<file path="src/rtl/hazard_controller_if.sv">
// Decode-side bundle between the ID/EX datapath and the hazard controller:
// decoded instruction attributes and stage results in, forward port and
// stall / mult-div handshake out.
`timescale 1ns/1ps
interface hazard_controller_if;
  logic        id_valid;
  logic [4:0]  id_rs;
  logic [4:0]  id_rt;
  logic        id_uses_rs;
  logic        id_uses_rt;
  logic        id_wr_en;
  logic [4:0]  id_rd;
  logic        id_is_load;
  logic        id_is_md;
  logic        id_reads_hilo;
  logic [31:0] ex_result;
  logic [31:0] wb_result;
  logic [4:0]  fwd_ra;
  logic [31:0] fwd_rd;
  logic        stall;
  logic        md_start;
  logic        md_busy;

  // Datapath side: presents decode info and results, consumes controls.
  modport master (
    output id_valid, id_rs, id_rt, id_uses_rs, id_uses_rt, id_wr_en, id_rd,
    output id_is_load, id_is_md, id_reads_hilo, ex_result, wb_result,
    input  fwd_ra, fwd_rd, stall, md_start, md_busy
  );

  // Controller side.
  modport slave (
    input  id_valid, id_rs, id_rt, id_uses_rs, id_uses_rt, id_wr_en, id_rd,
    input  id_is_load, id_is_md, id_reads_hilo, ex_result, wb_result,
    output fwd_ra, fwd_rd, stall, md_start, md_busy
  );
endinterface

</file>
<file path="src/rtl/hazard_controller.sv">
// Hazard and forwarding controller for the 3-stage core. Keeps a small
// scoreboard of the EX and WB destinations, drives the single forward port,
// raises stall on load-use / forward conflicts / busy mult-div, and sequences
// the fixed-latency mult-div unit.
`timescale 1ns/1ps
module hazard_controller #(
  parameter int unsigned MD_LAT = 8
) (
  input logic               clk,
  input logic               rst_n,
  hazard_controller_if.slave hz
);

  typedef enum logic [0:0] {StIdle, StBusy} md_state_e;

  localparam logic [7:0] MdLatCnt = 8'(MD_LAT);

  // Scoreboard slots
  logic       ex_valid_q, ex_valid_d;
  logic       ex_wr_q, ex_wr_d;
  logic [4:0] ex_rd_q, ex_rd_d;
  logic       ex_load_q, ex_load_d;
  logic       ex_md_q, ex_md_d;
  logic       wb_valid_q, wb_valid_d;
  logic       wb_wr_q, wb_wr_d;
  logic [4:0] wb_rd_q, wb_rd_d;

  // Mult-div sequencer
  md_state_e  md_state_q, md_state_d;
  logic [7:0] md_cnt_q, md_cnt_d;
  logic       md_start_q, md_start_d;
  logic       md_busy;

  logic        rs_ex_hit, rs_wb_hit, rt_ex_hit, rt_wb_hit;
  logic        rs_need, rt_need;
  logic        load_use, conflict, md_hold;
  logic        stall;
  logic        issue;
  logic [4:0]  fwd_ra;
  logic [31:0] fwd_rd;

  assign md_busy = (md_state_q == StBusy);

  // Operand hazard detection and forward-port selection (purely combinational).
  always_comb begin
    rs_ex_hit = hz.id_uses_rs && ex_valid_q && ex_wr_q && (ex_rd_q == hz.id_rs) &&
                (hz.id_rs != 5'd0);
    rt_ex_hit = hz.id_uses_rt && ex_valid_q && ex_wr_q && (ex_rd_q == hz.id_rt) &&
                (hz.id_rt != 5'd0);
    // EX is younger, so an EX match hides any WB match for the same operand.
    rs_wb_hit = hz.id_uses_rs && !rs_ex_hit && wb_valid_q && wb_wr_q &&
                (wb_rd_q == hz.id_rs) && (hz.id_rs != 5'd0);
    rt_wb_hit = hz.id_uses_rt && !rt_ex_hit && wb_valid_q && wb_wr_q &&
                (wb_rd_q == hz.id_rt) && (hz.id_rt != 5'd0);
    rs_need   = rs_ex_hit || rs_wb_hit;
    rt_need   = rt_ex_hit || rt_wb_hit;

    load_use  = ex_load_q && (rs_ex_hit || rt_ex_hit);
    // Only one forward port: two different registers cannot both be bypassed.
    conflict  = rs_need && rt_need && (hz.id_rs != hz.id_rt);
    md_hold   = (hz.id_is_md || hz.id_reads_hilo) && md_busy;
    stall     = hz.id_valid && (load_use || conflict || md_hold);

    // fwd_ra and fwd_rd are zero together; the selector keys only on fwd_ra.
    fwd_ra = 5'd0;
    fwd_rd = 32'd0;
    if (rs_need) begin
      fwd_ra = hz.id_rs;
      fwd_rd = rs_ex_hit ? hz.ex_result : hz.wb_result;
    end else if (rt_need) begin
      fwd_ra = hz.id_rt;
      fwd_rd = rt_ex_hit ? hz.ex_result : hz.wb_result;
    end
  end

  assign issue       = hz.id_valid && !stall;
  assign hz.fwd_ra   = fwd_ra;
  assign hz.fwd_rd   = fwd_rd;
  assign hz.stall    = stall;
  assign hz.md_start = md_start_q;
  assign hz.md_busy  = md_busy;

  // Scoreboard advance: WB takes EX, EX takes decode or a bubble.
  always_comb begin
    wb_valid_d = ex_valid_q;
    wb_wr_d    = ex_wr_q;
    wb_rd_d    = ex_rd_q;
    ex_valid_d = issue;
    ex_wr_d    = issue && hz.id_wr_en;
    ex_rd_d    = issue ? hz.id_rd : 5'd0;
    ex_load_d  = issue && hz.id_is_load;
    ex_md_d    = issue && hz.id_is_md;
  end

  // Mult-div sequencing: start pulses while the md op sits in EX, busy counts MD_LAT cycles.
  always_comb begin
    md_state_d = md_state_q;
    md_cnt_d   = md_cnt_q;
    md_start_d = issue && hz.id_is_md;
    unique case (md_state_q)
      StIdle: begin
        if (md_start_d) begin
          md_state_d = StBusy;
          md_cnt_d   = MdLatCnt;
        end
      end
      StBusy: begin
        if (md_cnt_q <= 8'd1) begin
          md_state_d = StIdle;
          md_cnt_d   = 8'd0;
        end else begin
          md_cnt_d = md_cnt_q - 8'd1;
        end
      end
      default: begin
        md_state_d = StIdle;
        md_cnt_d   = 8'd0;
      end
    endcase
  end

  // State registers; reset aborts any mult-div operation in flight.
  always_ff @(posedge clk or negedge rst_n) begin
    if (!rst_n) begin
      ex_valid_q <= 1'b0;
      ex_wr_q    <= 1'b0;
      ex_rd_q    <= 5'd0;
      ex_load_q  <= 1'b0;
      ex_md_q    <= 1'b0;
      wb_valid_q <= 1'b0;
      wb_wr_q    <= 1'b0;
      wb_rd_q    <= 5'd0;
      md_state_q <= StIdle;
      md_cnt_q   <= 8'd0;
      md_start_q <= 1'b0;
    end else begin
      ex_valid_q <= ex_valid_d;
      ex_wr_q    <= ex_wr_d;
      ex_rd_q    <= ex_rd_d;
      ex_load_q  <= ex_load_d;
      ex_md_q    <= ex_md_d;
      wb_valid_q <= wb_valid_d;
      wb_wr_q    <= wb_wr_d;
      wb_rd_q    <= wb_rd_d;
      md_state_q <= md_state_d;
      md_cnt_q   <= md_cnt_d;
      md_start_q <= md_start_d;
    end
  end

  // md_start mirrors EX.md && EX.valid; ex_md_q is kept to make that pairing explicit.
  logic md_start_shadow;
  assign md_start_shadow = ex_md_q && ex_valid_q;
  always_comb begin
    if (md_start_shadow != md_start_q) begin
      // unreachable: both are loaded from the same issue decision
    end
  end

endmodule

</file>
<file path="src/flat_wrapper.sv">
// flat-port wrapper written by rule: the top's interface ports become plain ports
module hazard_controller_flat 
#(
  parameter int unsigned MD_LAT = 8
)
  (clk, rst_n, hz_id_valid, hz_id_rs, hz_id_rt, hz_id_uses_rs, hz_id_uses_rt, hz_id_wr_en, hz_id_rd, hz_id_is_load, hz_id_is_md, hz_id_reads_hilo, hz_ex_result, hz_wb_result, hz_fwd_ra, hz_fwd_rd, hz_stall, hz_md_start, hz_md_busy);
  hazard_controller_if hz_i ();
  input logic clk;
  input logic rst_n;
  input wire logic [$bits(hz_i.id_valid)-1:0] hz_id_valid;
  input wire logic [$bits(hz_i.id_rs)-1:0] hz_id_rs;
  input wire logic [$bits(hz_i.id_rt)-1:0] hz_id_rt;
  input wire logic [$bits(hz_i.id_uses_rs)-1:0] hz_id_uses_rs;
  input wire logic [$bits(hz_i.id_uses_rt)-1:0] hz_id_uses_rt;
  input wire logic [$bits(hz_i.id_wr_en)-1:0] hz_id_wr_en;
  input wire logic [$bits(hz_i.id_rd)-1:0] hz_id_rd;
  input wire logic [$bits(hz_i.id_is_load)-1:0] hz_id_is_load;
  input wire logic [$bits(hz_i.id_is_md)-1:0] hz_id_is_md;
  input wire logic [$bits(hz_i.id_reads_hilo)-1:0] hz_id_reads_hilo;
  input wire logic [$bits(hz_i.ex_result)-1:0] hz_ex_result;
  input wire logic [$bits(hz_i.wb_result)-1:0] hz_wb_result;
  output wire logic [$bits(hz_i.fwd_ra)-1:0] hz_fwd_ra;
  output wire logic [$bits(hz_i.fwd_rd)-1:0] hz_fwd_rd;
  output wire logic [$bits(hz_i.stall)-1:0] hz_stall;
  output wire logic [$bits(hz_i.md_start)-1:0] hz_md_start;
  output wire logic [$bits(hz_i.md_busy)-1:0] hz_md_busy;
  assign hz_i.id_valid = hz_id_valid;
  assign hz_i.id_rs = hz_id_rs;
  assign hz_i.id_rt = hz_id_rt;
  assign hz_i.id_uses_rs = hz_id_uses_rs;
  assign hz_i.id_uses_rt = hz_id_uses_rt;
  assign hz_i.id_wr_en = hz_id_wr_en;
  assign hz_i.id_rd = hz_id_rd;
  assign hz_i.id_is_load = hz_id_is_load;
  assign hz_i.id_is_md = hz_id_is_md;
  assign hz_i.id_reads_hilo = hz_id_reads_hilo;
  assign hz_i.ex_result = hz_ex_result;
  assign hz_i.wb_result = hz_wb_result;
  assign hz_fwd_ra = hz_i.fwd_ra;
  assign hz_fwd_rd = hz_i.fwd_rd;
  assign hz_stall = hz_i.stall;
  assign hz_md_start = hz_i.md_start;
  assign hz_md_busy = hz_i.md_busy;
  hazard_controller #(.MD_LAT(MD_LAT)) u_core (.clk(clk), .rst_n(rst_n), .hz(hz_i));
endmodule
</file>
<file path="config.mk">
export PLATFORM = sky130hd
export DESIGN_NAME = hazard_controller_flat
export DESIGN_NICKNAME = d
export VERILOG_FILES = /design/src/rtl/hazard_controller_if.sv /design/src/rtl/hazard_controller.sv /design/src/flat_wrapper.sv
export SDC_FILE = /design/constraint.sdc
export NUM_CORES = 1
export LEC_CHECK = 0
export CELL_PAD_IN_SITES_DETAIL_PLACEMENT = 1
export CELL_PAD_IN_SITES_GLOBAL_PLACEMENT = 1
export CORE_ASPECT_RATIO = 0.75
export CORE_MARGIN = 2
export CORE_UTILIZATION = 27
export CTS_BUF_LIST = sky130_fd_sc_hd__clkbuf_8
export DETAILED_ROUTE_END_ITERATION = 12
export PLACE_DENSITY = 0.95
export SYNTH_ARGS = -nofsm -noshare
export SYNTH_HDL_FRONTEND = slang
export SYNTH_SLANG_ARGS = --single-unit
</file>
<file path="constraint.sdc">
create_clock -name clk -period 4.3 [get_ports clk]
set_input_delay 0.86 -clock clk [delete_from_list [all_inputs] [get_ports clk]]
set_output_delay 0.86 -clock clk [all_outputs]
set_load 0.02 [all_outputs]
</file>
# Word-level counts from Yosys, hierarchy flattened

Index checks and enable logic that the tools add are counted.
Widths: inputs -> output; s select.

Bits in registers: 25
Latch bits: 0
RAM bits: 0
Bits in read-only memories: 0
Memories: 0

Add/sub/neg operators: 1
Multiply operators: 0
Div/mod/pow operators: 0
$lt $le $gt $ge: 1
Equal/unequal tests: 6
Shift-type cells: 0
Multiplexer cells: 13
Bitwise logic cells: 1
Reduce and logical (&&, ||, !) cells: 38

Operators by type and width:

| kind                | number |
|---|---|
| $mux 32             | 4 |
| $logic_and 1x1->1   | 27 |
| $eq 5x5->1          | 4 |
| $mux 8              | 2 |
| $pmux 8 s2          | 1 |
| $mux 5              | 3 |
| $reduce_bool 5->1   | 2 |
| $le 8x1->1 const B  | 1 |
| $sub 8x1->8 const B | 1 |
| $logic_or 1x1->1    | 6 |
| $ne 5x5->1          | 1 |
| $logic_not 1->1     | 3 |
| $mux 1              | 2 |
| $ne 2x1->1 const B  | 1 |
| $pmux 1 s2          | 1 |
| $not 1->1           | 1 |

# Depth between registers and ports, before layout

Gate-level depths: netlist of run 1.

Depth after elaboration: 21
Mapped depth: 8
Depth with buffers taken out: 7

# Worst setup path after synthesis of run 1

OpenSTA, ideal clock, no wires.

Path type: input to output
Start point: input port hz_id_rt[3]
End point: output port hz_fwd_rd[11]
Data arrival time: 2.585 ns
Path slack: 0.855 ns
Stages: 7
Buffers on the path: 1
Cell sequence: or4_1 o21ai_0 or4_1 a21oi_1 nor2_1 clkbuf_1 a22o_1

Longest elaborated chain between the ends: 12
Elaborated cells on any way between the ends: 15
Those cells by class: eq/ne: 2; mux: 3; reduce/logical: 10

RTL lines:

| item                           | line                    | source |
|---|---|---|
| start: declaration             | flat_wrapper.sv:12      | `input wire logic [$bits(hz_i.id_rt)-1:0] hz_id_rt;` |
| $eq 5x5->1                     | hazard_controller.sv:48 | `rt_ex_hit = hz.id_uses_rt && ex_valid_q && ex_wr_q && (ex_rd_q == hz.id_rt) &&` |
| $logic_and 1x1->1 (2 in a row) | hazard_controller.sv:48 |  |
| $logic_not 1->1                | hazard_controller.sv:53 | `rt_wb_hit = hz.id_uses_rt && !rt_ex_hit && wb_valid_q && wb_wr_q &&` |
| $logic_and 1x1->1 (4 in a row) | hazard_controller.sv:53 |  |
| $logic_and 1x1->1              | hazard_controller.sv:54 | `(wb_rd_q == hz.id_rt) && (hz.id_rt != 5'd0);` |
| $logic_or 1x1->1               | hazard_controller.sv:56 | `rt_need = rt_ex_hit \|\| rt_wb_hit;` |
| $mux 32 (*)                    | hazard_controller.sv:70 | `end else if (rt_need) begin` |
| $mux 32 (*)                    | hazard_controller.sv:67 | `if (rs_need) begin` |
| end: declaration               | flat_wrapper.sv:23      | `output wire logic [$bits(hz_i.fwd_rd)-1:0] hz_fwd_rd;` |

Every way passes the cells marked *; elsewhere a longest branch is shown, timed or not.

# Final worst setup path of run 1

Start point: input port hz_id_rt[0]
End point: output port hz_fwd_rd[14]

Same word-level chain as after synthesis.

==> metrics.md, run 1 <==
| Metric | Value |
|---|---|
| Critical path class | primary input to output pin |
| Slew Limit Headroom | 24.9% |
| Clk Latency, worst-skew pair | 0.27 ns |
| Reg clk slew, reported paths | 0.09 ns |
| Count leader, synth | a22o_1 |
| Cells after Synth | 185 |
| Ratio of cells with drive above 1 in the final layout | 14.6% |
| Grt met3 use | 3.20% |
| IO Count | 128 |
| CTS Root Cell | clkbuf_8 |
| CTS tree | built |
| Synthesized area | 1780 um^2 |
| H-tree depth | 1 |
| Max Clock Skew | 0.00625 ns |
| Worst Max-Slew Pin Slew | 1.12 ns |
| Crit path max-delay cell type | or4_1 |
| Outcome | finished, final reports clean |
| Final cell count without fillers | 409 |
| Post-synth net total | 275 |
| Final setup vio count | 0 |
| Async S/R FF share, synth | 100% |
| Largest net degree at the start of global routing | 33 |
| Antenna violations before repair | 0 |
| Pwr Total | 0.866 mW |
| Cells after DPL | 405 |
| Register area | 626 um^2 |
| Setup ws final | 0.107 ns |
| Area grow syn2layout | 85.9% |
| CP Data Required Time | 3.44 ns |
| Cells taking the most area after synthesis | dfrtp_1, a22o_1, xnor2_1 |
| Post-synth EDFFs | 0 |
| First-pass GRT wire length | 12,700 um |
| Critical path's largest stage delay | 0.60 ns |
| Avg Cell Area, Syn | 9.60 um^2 |
| CP Data Arrival Time | 3.33 ns |
| CTS sink count | 25 |
| Setup_tns | 0 ns |
| Area of the multi-input gates | 1100 um^2 |
| Post-CTS setup buffers | 0 |
| Routability cong. | 0.889 |
| Worst setup SP type | primary input |
| Share of the synthesized area in the top cell type | 35.2% |
| Detailed Routing Iterations Pass 1 | 5 |
| Cell chain of the critical path | clkdlybuf4s50_1 > xnor2_1 > nand4_1 > or4_1 > a21oi_1 > nor2_2 > buf_12 > a22o_1 > dlygate4sd2_1 |
| Yosys top cell by area | dfrtp_1 |
| Final instance area | 3300 um^2 |
| Avg WL per Cell | 20.9 um |
| Grt ovf | 0 |
| Max-Cap Viols | 0 |
| CTS max path bufs | 2 |
| CP endpoint kind | output pin |
| Post-DP Area | 3290 um^2 |
| Seq/Total Area, Yosys | 35.2% |
| Iter 0 DRT Violations | 73 |
| Tcrit/Tclk final | 97.5% |
| Fillers | 724 |
| Met2 Usage GRT | 44.4% |
| Fmax | 238 MHz |
| Drt total wl | 8560 um |
| Peak VDD IR | 0.295 mV |
| Die area | 7250 um^2 |
| Min-Delay Path Class | register to register |
| Hold Fails Final Rpt | 0 |
| Nets@finish | 419 |
| Port Buf Inserts | 127 |
| Grt peak-use layer | met2 |
| Starting Density | 28.1% |
| Die Y | 74.3 um |
| Vias in the first global route | 2,244 |
| Leakage power | 1.51 nW |
| Synth top cells by count | a22o_1, dfrtp_1, xnor2_1 |
| GR Util All Layers | 22.5% |
| Count of cell types in the netlist | 38 |
| Yosys warnings | 0 |
| Die W | 97.7 um |
| Post-detailed-route count of antenna-violating nets | 0 |
| CTS buffer count | 3 |
| Detail Placement HPWL | 7050 um |
| Place WS | -0.279 ns |
| Ys flop type | dfrtp_1 |
| # diodes | 0 |
| Global-route track usage on met1 | 26.9% |
| RSZ-0062 raised after global routing | false |
| Vias | 2,160 |
| FP Rows | 25 |
| Max-slew violation count | 0 |
| PwrDens | 262 nW/um^2 |
| Via-per-instance ratio | 5.28 |
| Minimum clock period | 4.19 ns |
| Core area | 6320 um^2 |
| Crit Path Max Fanout | 32 |
| #FFs+latches synth | 25 |
| Detailed-route DRC error count | 0 |
==> metrics by stage <==
stage               hold slack (ns)  util [%]
floorplan                     0.354         -
global placement              0.357      52.1
detailed placement            0.386      52.1
CTS                           0.414      52.3
global route                  0.424      52.3
finish                        0.422      52.3
==> critical path, delay by kind of cell <==
family          cells  cell delay (ns)
simple gates        3             0.81
xor+xnor            1             0.15
buf+inv             3             1.07
compound gates      2             0.44
==> cell type report <==
cell class                 count  area share [%]
inverter                       6           0.682
sequential                    25            18.9
multi-input combinational    144            33.2
timing repair buffer         149            42.8
clock buffer                   3            1.25
clock inverter                 1           0.114
tap                           81            3.07
==> layout by cell type (no fill, tap or decap), types with 4 or more instances in the layout <==
master           count
inv_1                7
nand2_1              6
o311ai_0             4
xor2_1               9
nand4_1              5
and2_2               8
a21oi_1              4
dfrtp_1             25
dlygate4sd2_1       39
buf_4               20
a22o_1              32
clkdlybuf4s50_1     88
o21ai_0              6
nor2_1              12
xnor2_1             16
a22o_2               5
==> worst paths after layout <==
check | from | to | slack, ns | cells after the start
min in group asynchronous | rst_n | u_core.md_cnt_q[1] | 1.18 | 1
min | u_core.ex_wr_q | u_core.wb_wr_q | 0.42 | 0
max | hz_id_rt[0] | hz_fwd_rd[14] | 0.11 | 9
min reg2reg | u_core.ex_wr_q | u_core.wb_wr_q | 0.42 | 0
max in group asynchronous | rst_n | u_core.wb_rd_q[2] | 2.44 | 1
max reg2reg | u_core.md_cnt_q[0] | u_core.md_cnt_q[4] | 1.91 | 8
==> logic make-up (layout without fill, tap and decap cells) <==
kind of cell,after synthesis,count (layout),synth area share (%)
compound gates,65,65,30.2
xor+xnor,25,25,12.3
fa+ha+maj,2,2,1.41
buf+inv,16,159,4.37
flops,25,25,35.2
simple gates,52,52,16.5
==> timing repair <==
| item | 4_1_cts | 5_1_grt |
|---|---|---|
| endpoints found under the setup margin | 38 | 0 |
| gates resized for setup | 43 | 0 |
| hold buffers | 0 | 0 |
==> sequential cells by signal, indices dropped and copies added (netlist names) <==
signal,cells
u_core.wb_wr_q,1
u_core.wb_valid_q,1
u_core.ex_wr_q,1
u_core.md_cnt_q,8
u_core.hz.md_start,1
u_core.ex_load_q,1
u_core.ex_rd_q,5
u_core.ex_valid_q,1
u_core.hz.md_busy,1
u_core.wb_rd_q,5
==> report_power, final <==
| part | leakage (nW) | switching (mW) | total [mW] | internal (mW) |
|---|---|---|---|---|
| Sequential | 0.324 | 0.0565 | 0.348 | 0.291 |
| Clock | 0.0269 | 0.0752 | 0.139 | 0.0640 |
| Combinational | 1.16 | 0.185 | 0.379 | 0.194 |
| Total | 1.51 | 0.317 | 0.866 | 0.549 |
==> metal layers <==
metal	part of all wire (%)	vias to the layer above
met2	55	70
met5	0	-
met3	3.8	7
met4	0.65	0
met1	40	1098
li1	-	985
Power figures use the tool's default switching activity.
==> run 2: changes to the inputs <==
GPL_TIMING_DRIVEN = 1   (was default)
==> results of run 2 <==
Final layout, timing and power as in run 1 (identical DEF).
==> run 3: changes to the inputs <==
CORE_ASPECT_RATIO = 1.5   (was 0.75)
GPL_TIMING_DRIVEN = 0   (was 1)
SETUP_SLACK_MARGIN = 0.1   (was default)
==> metrics.md, run 3 (same netlist as run 1, synthesis figures left out) <==
| Metric | Value |
|---|---|
| Sw Share | 36.0% (-0.58 points) |
| Final setup vio count | 0 (unchanged) |
| Setup ws final | 0.165 ns (+0.0583 ns) |
| Area of the multi-input gates | 1140 um^2 (+4.5%) |
| Detailed-route DRC error count | 0 (unchanged) |
| Global-route track usage on met1 | 19.3% (-7.6 points) |
| CP Data Required Time | 3.44 ns (about the same) |
| Starting Density | 27.6% (-0.54 points) |
| Die Y | 103 um (+39%) |
| Tcrit/Tclk final | 96.2% (-1.4 points) |
| Hold-fix buffers at CTS | 0 (unchanged) |
| Worst Max-Slew Pin Slew | 1.08 ns (-0.0389 ns) |
| Critical path's largest stage delay | 0.56 ns (-0.04 ns) |
| Largest net degree at the start of global routing | 26 (-21%) |
| CTS sink count | 25 (unchanged) |
| H-tree depth | 1 (unchanged) |
| CP endpoint kind | output pin |
| Place WS | -0.681 ns (-0.401 ns) |
| Die W | 70.2 um (-28%) |
| Largest Register | u_core.md_cnt_q |
| Fmax | 242 MHz (+1.4%) |
| Cell internal pwr | 0.545 mW (-0.76%) |
| Hold Fails Final Rpt | 0 (unchanged) |
| FP Rows | 36 (+44%) |
| Iter 0 DRT Violations | 37 (-49%) |
| IO Count | 128 (unchanged) |
| Critical path class | primary input to output pin |
| Crit Path Max Fanout | 10 (-69%) |
| Biggest regs | u_core.md_cnt_q (8), u_core.ex_rd_q (5), u_core.wb_rd_q (5) |
| Cell mode on critical path | dlygate4sd2_1 |
| # diodes | 0 (unchanged) |
| RSZ-0062 raised after global routing | true |
| WP buf/inv | 4 (+1) |
| Post-detailed-route count of antenna-violating nets | 0 (unchanged) |
| Minimum clock period | 4.13 ns (-0.0583 ns) |
| Max-Cap Viols | 0 (unchanged) |
| CTS buffer count | 3 (unchanged) |
| Vias in the first global route | 2,211 (-1.5%) |
| Outcome | finished, final reports clean |
| Commonest non-fill, non-tap cell in the layout | clkdlybuf4s50_1 |
| Commonest non-fill, non-tap cells in the layout | clkdlybuf4s50_1, a22o_1, dlygate4sd2_1 |
| Grt met3 use | 3.39% (+0.20 points) |
| GR Util All Layers | 18.8% (-3.7 points) |
| Met2 Usage GRT | 37.4% (-7.1 points) |
| Core area | 6440 um^2 (+1.9%) |
| Pwr Total | 0.852 mW (-1.7%) |
| Slew Limit Headroom | 27.5% (+2.6 points) |
| Sequential share of power | 39.8% (-0.3 points) |
| Crit path max-delay cell type | or4_4 |
| Fillers | 748 (+3.3%) |
| Net Sw Power | 0.307 mW (-3.2%) |
| Nets@finish | 412 (-1.7%) |
| Reg clk slew, reported paths | 0.09 ns (about the same) |
| Max Clock Skew | 0.00340 ns (-0.00285 ns) |
| Peak VDD IR | 0.245 mV (-17%) |
| Max-slew violation count | 0 (unchanged) |
| Routability cong. | 0.797 (-10%) |
| Clk Latency, worst-skew pair | 0.28 ns (about the same) |
| Avg WL per Cell | 17.3 um (-18%) |
| Grt ovf | 0 (unchanged) |
| Cell chain of the critical path | dlygate4sd2_1 > xnor2_2 > nand4_1 > or4_4 > a21oi_1 > nor2_2 > buf_4 > clkbuf_4 > a22o_1 > dlygate4sd2_1 |
| Die area | 7260 um^2 (about the same) |
| CTS tree | built |
| First-pass GRT wire length | 10,900 um (-14%) |
| Worst setup SP type | primary input |
| Detail Placement HPWL | 5680 um (-19%) |
| Min-Delay Path Class | register to register |
| Setup_tns | 0 ns (unchanged) |
| Grt peak-use layer | met2 |
| CTS max path bufs | 2 (unchanged) |
| Area grow syn2layout | 82.6% |
| Drt total wl | 6850 um (-20%) |
| Port Buf Inserts | 127 (unchanged) |
| Antenna violations before repair | 0 (unchanged) |
| Combinational fraction of design power | 43.0% (-0.8 points) |
| Ratio of cells with drive above 1 in the final layout | 17.4% (+2.8 points) |
| Crit path max-delay family | buffers and inverters |
| Leakage power | 1.48 nW (-1.7%) |
| Number of flip-flops in the largest register | 8 (unchanged) |
| Final Core Density | 50.4% (-1.9 points) |
| Vias | 2,080 (-3.7%) |
| Clk pwr share | 17.3% (+1.2 points) |
| CTS Root Cell | clkbuf_8 |
| Via-per-instance ratio | 5.24 (-0.79%) |
| Detailed Routing Iterations Pass 1 | 4 (-1) |
| PwrDens | 263 nW/um^2 (+0.13%) |
| Register area | 626 um^2 (unchanged) |
| CP Data Arrival Time | 3.27 ns (-0.06 ns) |
## run 3: per-layer routing
metal | part of all wire [%] | wire length (um)
met5 | 0 | 0
met2 | 55 | 3760
met4 | 2.3 | 158
met3 | 7.6 | 522
met1 | 35 | 2410
## run 3: worst paths after layout
kind	slack, ns	from	end	cells past startpoint
worst max-delay path	0.17	hz_id_rt[4]	hz_fwd_rd[28]	10
worst min-delay path	0.38	u_core.ex_wr_q	u_core.wb_wr_q	0
worst max register to register	1.92	u_core.ex_rd_q[1]	u_core.md_cnt_q[3]	6
worst min register to register	0.38	u_core.ex_wr_q	u_core.wb_wr_q	0
max in group asynchronous	2.49	rst_n	u_core.wb_rd_q[2]	1
min in group asynchronous	1.16	rst_n	u_core.hz.md_busy	1
## run 3: repair_timing
item	4_1_cts	5_1_grt
endpoints found under the setup margin	38	38
resized for setup	65	33
pin swaps	1	1
buffers inserted	4	1
## run 3: metrics by stage
step | hold WS [ns] | cell area (um^2) | std cells
6_report | 0.384 | 3240 | 397
5_1_grt | 0.412 | 3240 | 397
4_1_cts | 0.387 | 3240 | 396
3_5_place_dp | 0.367 | 3140 | 388
3_3_place_gp | 0.356 | 3140 | 388
2_1_floorplan | 0.354 | 1780 | 185
## run 3: area by class of cell
| cell class | count | share of cell area, % |
|---|---|---|
| Timing Repair Buffer | 132 | 37.9 |
| Clock buffer | 3 | 1.27 |
| Multi-Input combinational cell | 144 | 35.3 |
| Clock inverter | 1 | 0.270 |
| Inverter | 6 | 0.694 |
| Buffer | 10 | 2.31 |
| Tap cell | 76 | 2.93 |
| Sequential cell | 25 | 19.3 |
## run 3: worst register-to-register path, stage by stage (launching register included)
cell and delay (ns):
dfrtp_1 0.43, xnor2_1 0.18, nand4_1 0.15, nor4_1 0.50, a2bb2oi_1 0.43, a211oi_4 0.18, a221o_2 0.41
## run 3: power by group through the flow
stage          registers [mW]  logic [mW]  clock network [mW]
5_1_grt                 0.348       0.410               0.164
4_1_cts                 0.339       0.368               0.155
6_report                0.339       0.366               0.147
3_5_place_dp            0.343       0.364                   0
3_3_place_gp            0.336       0.340                   0
2_1_floorplan           0.333       0.202                   0
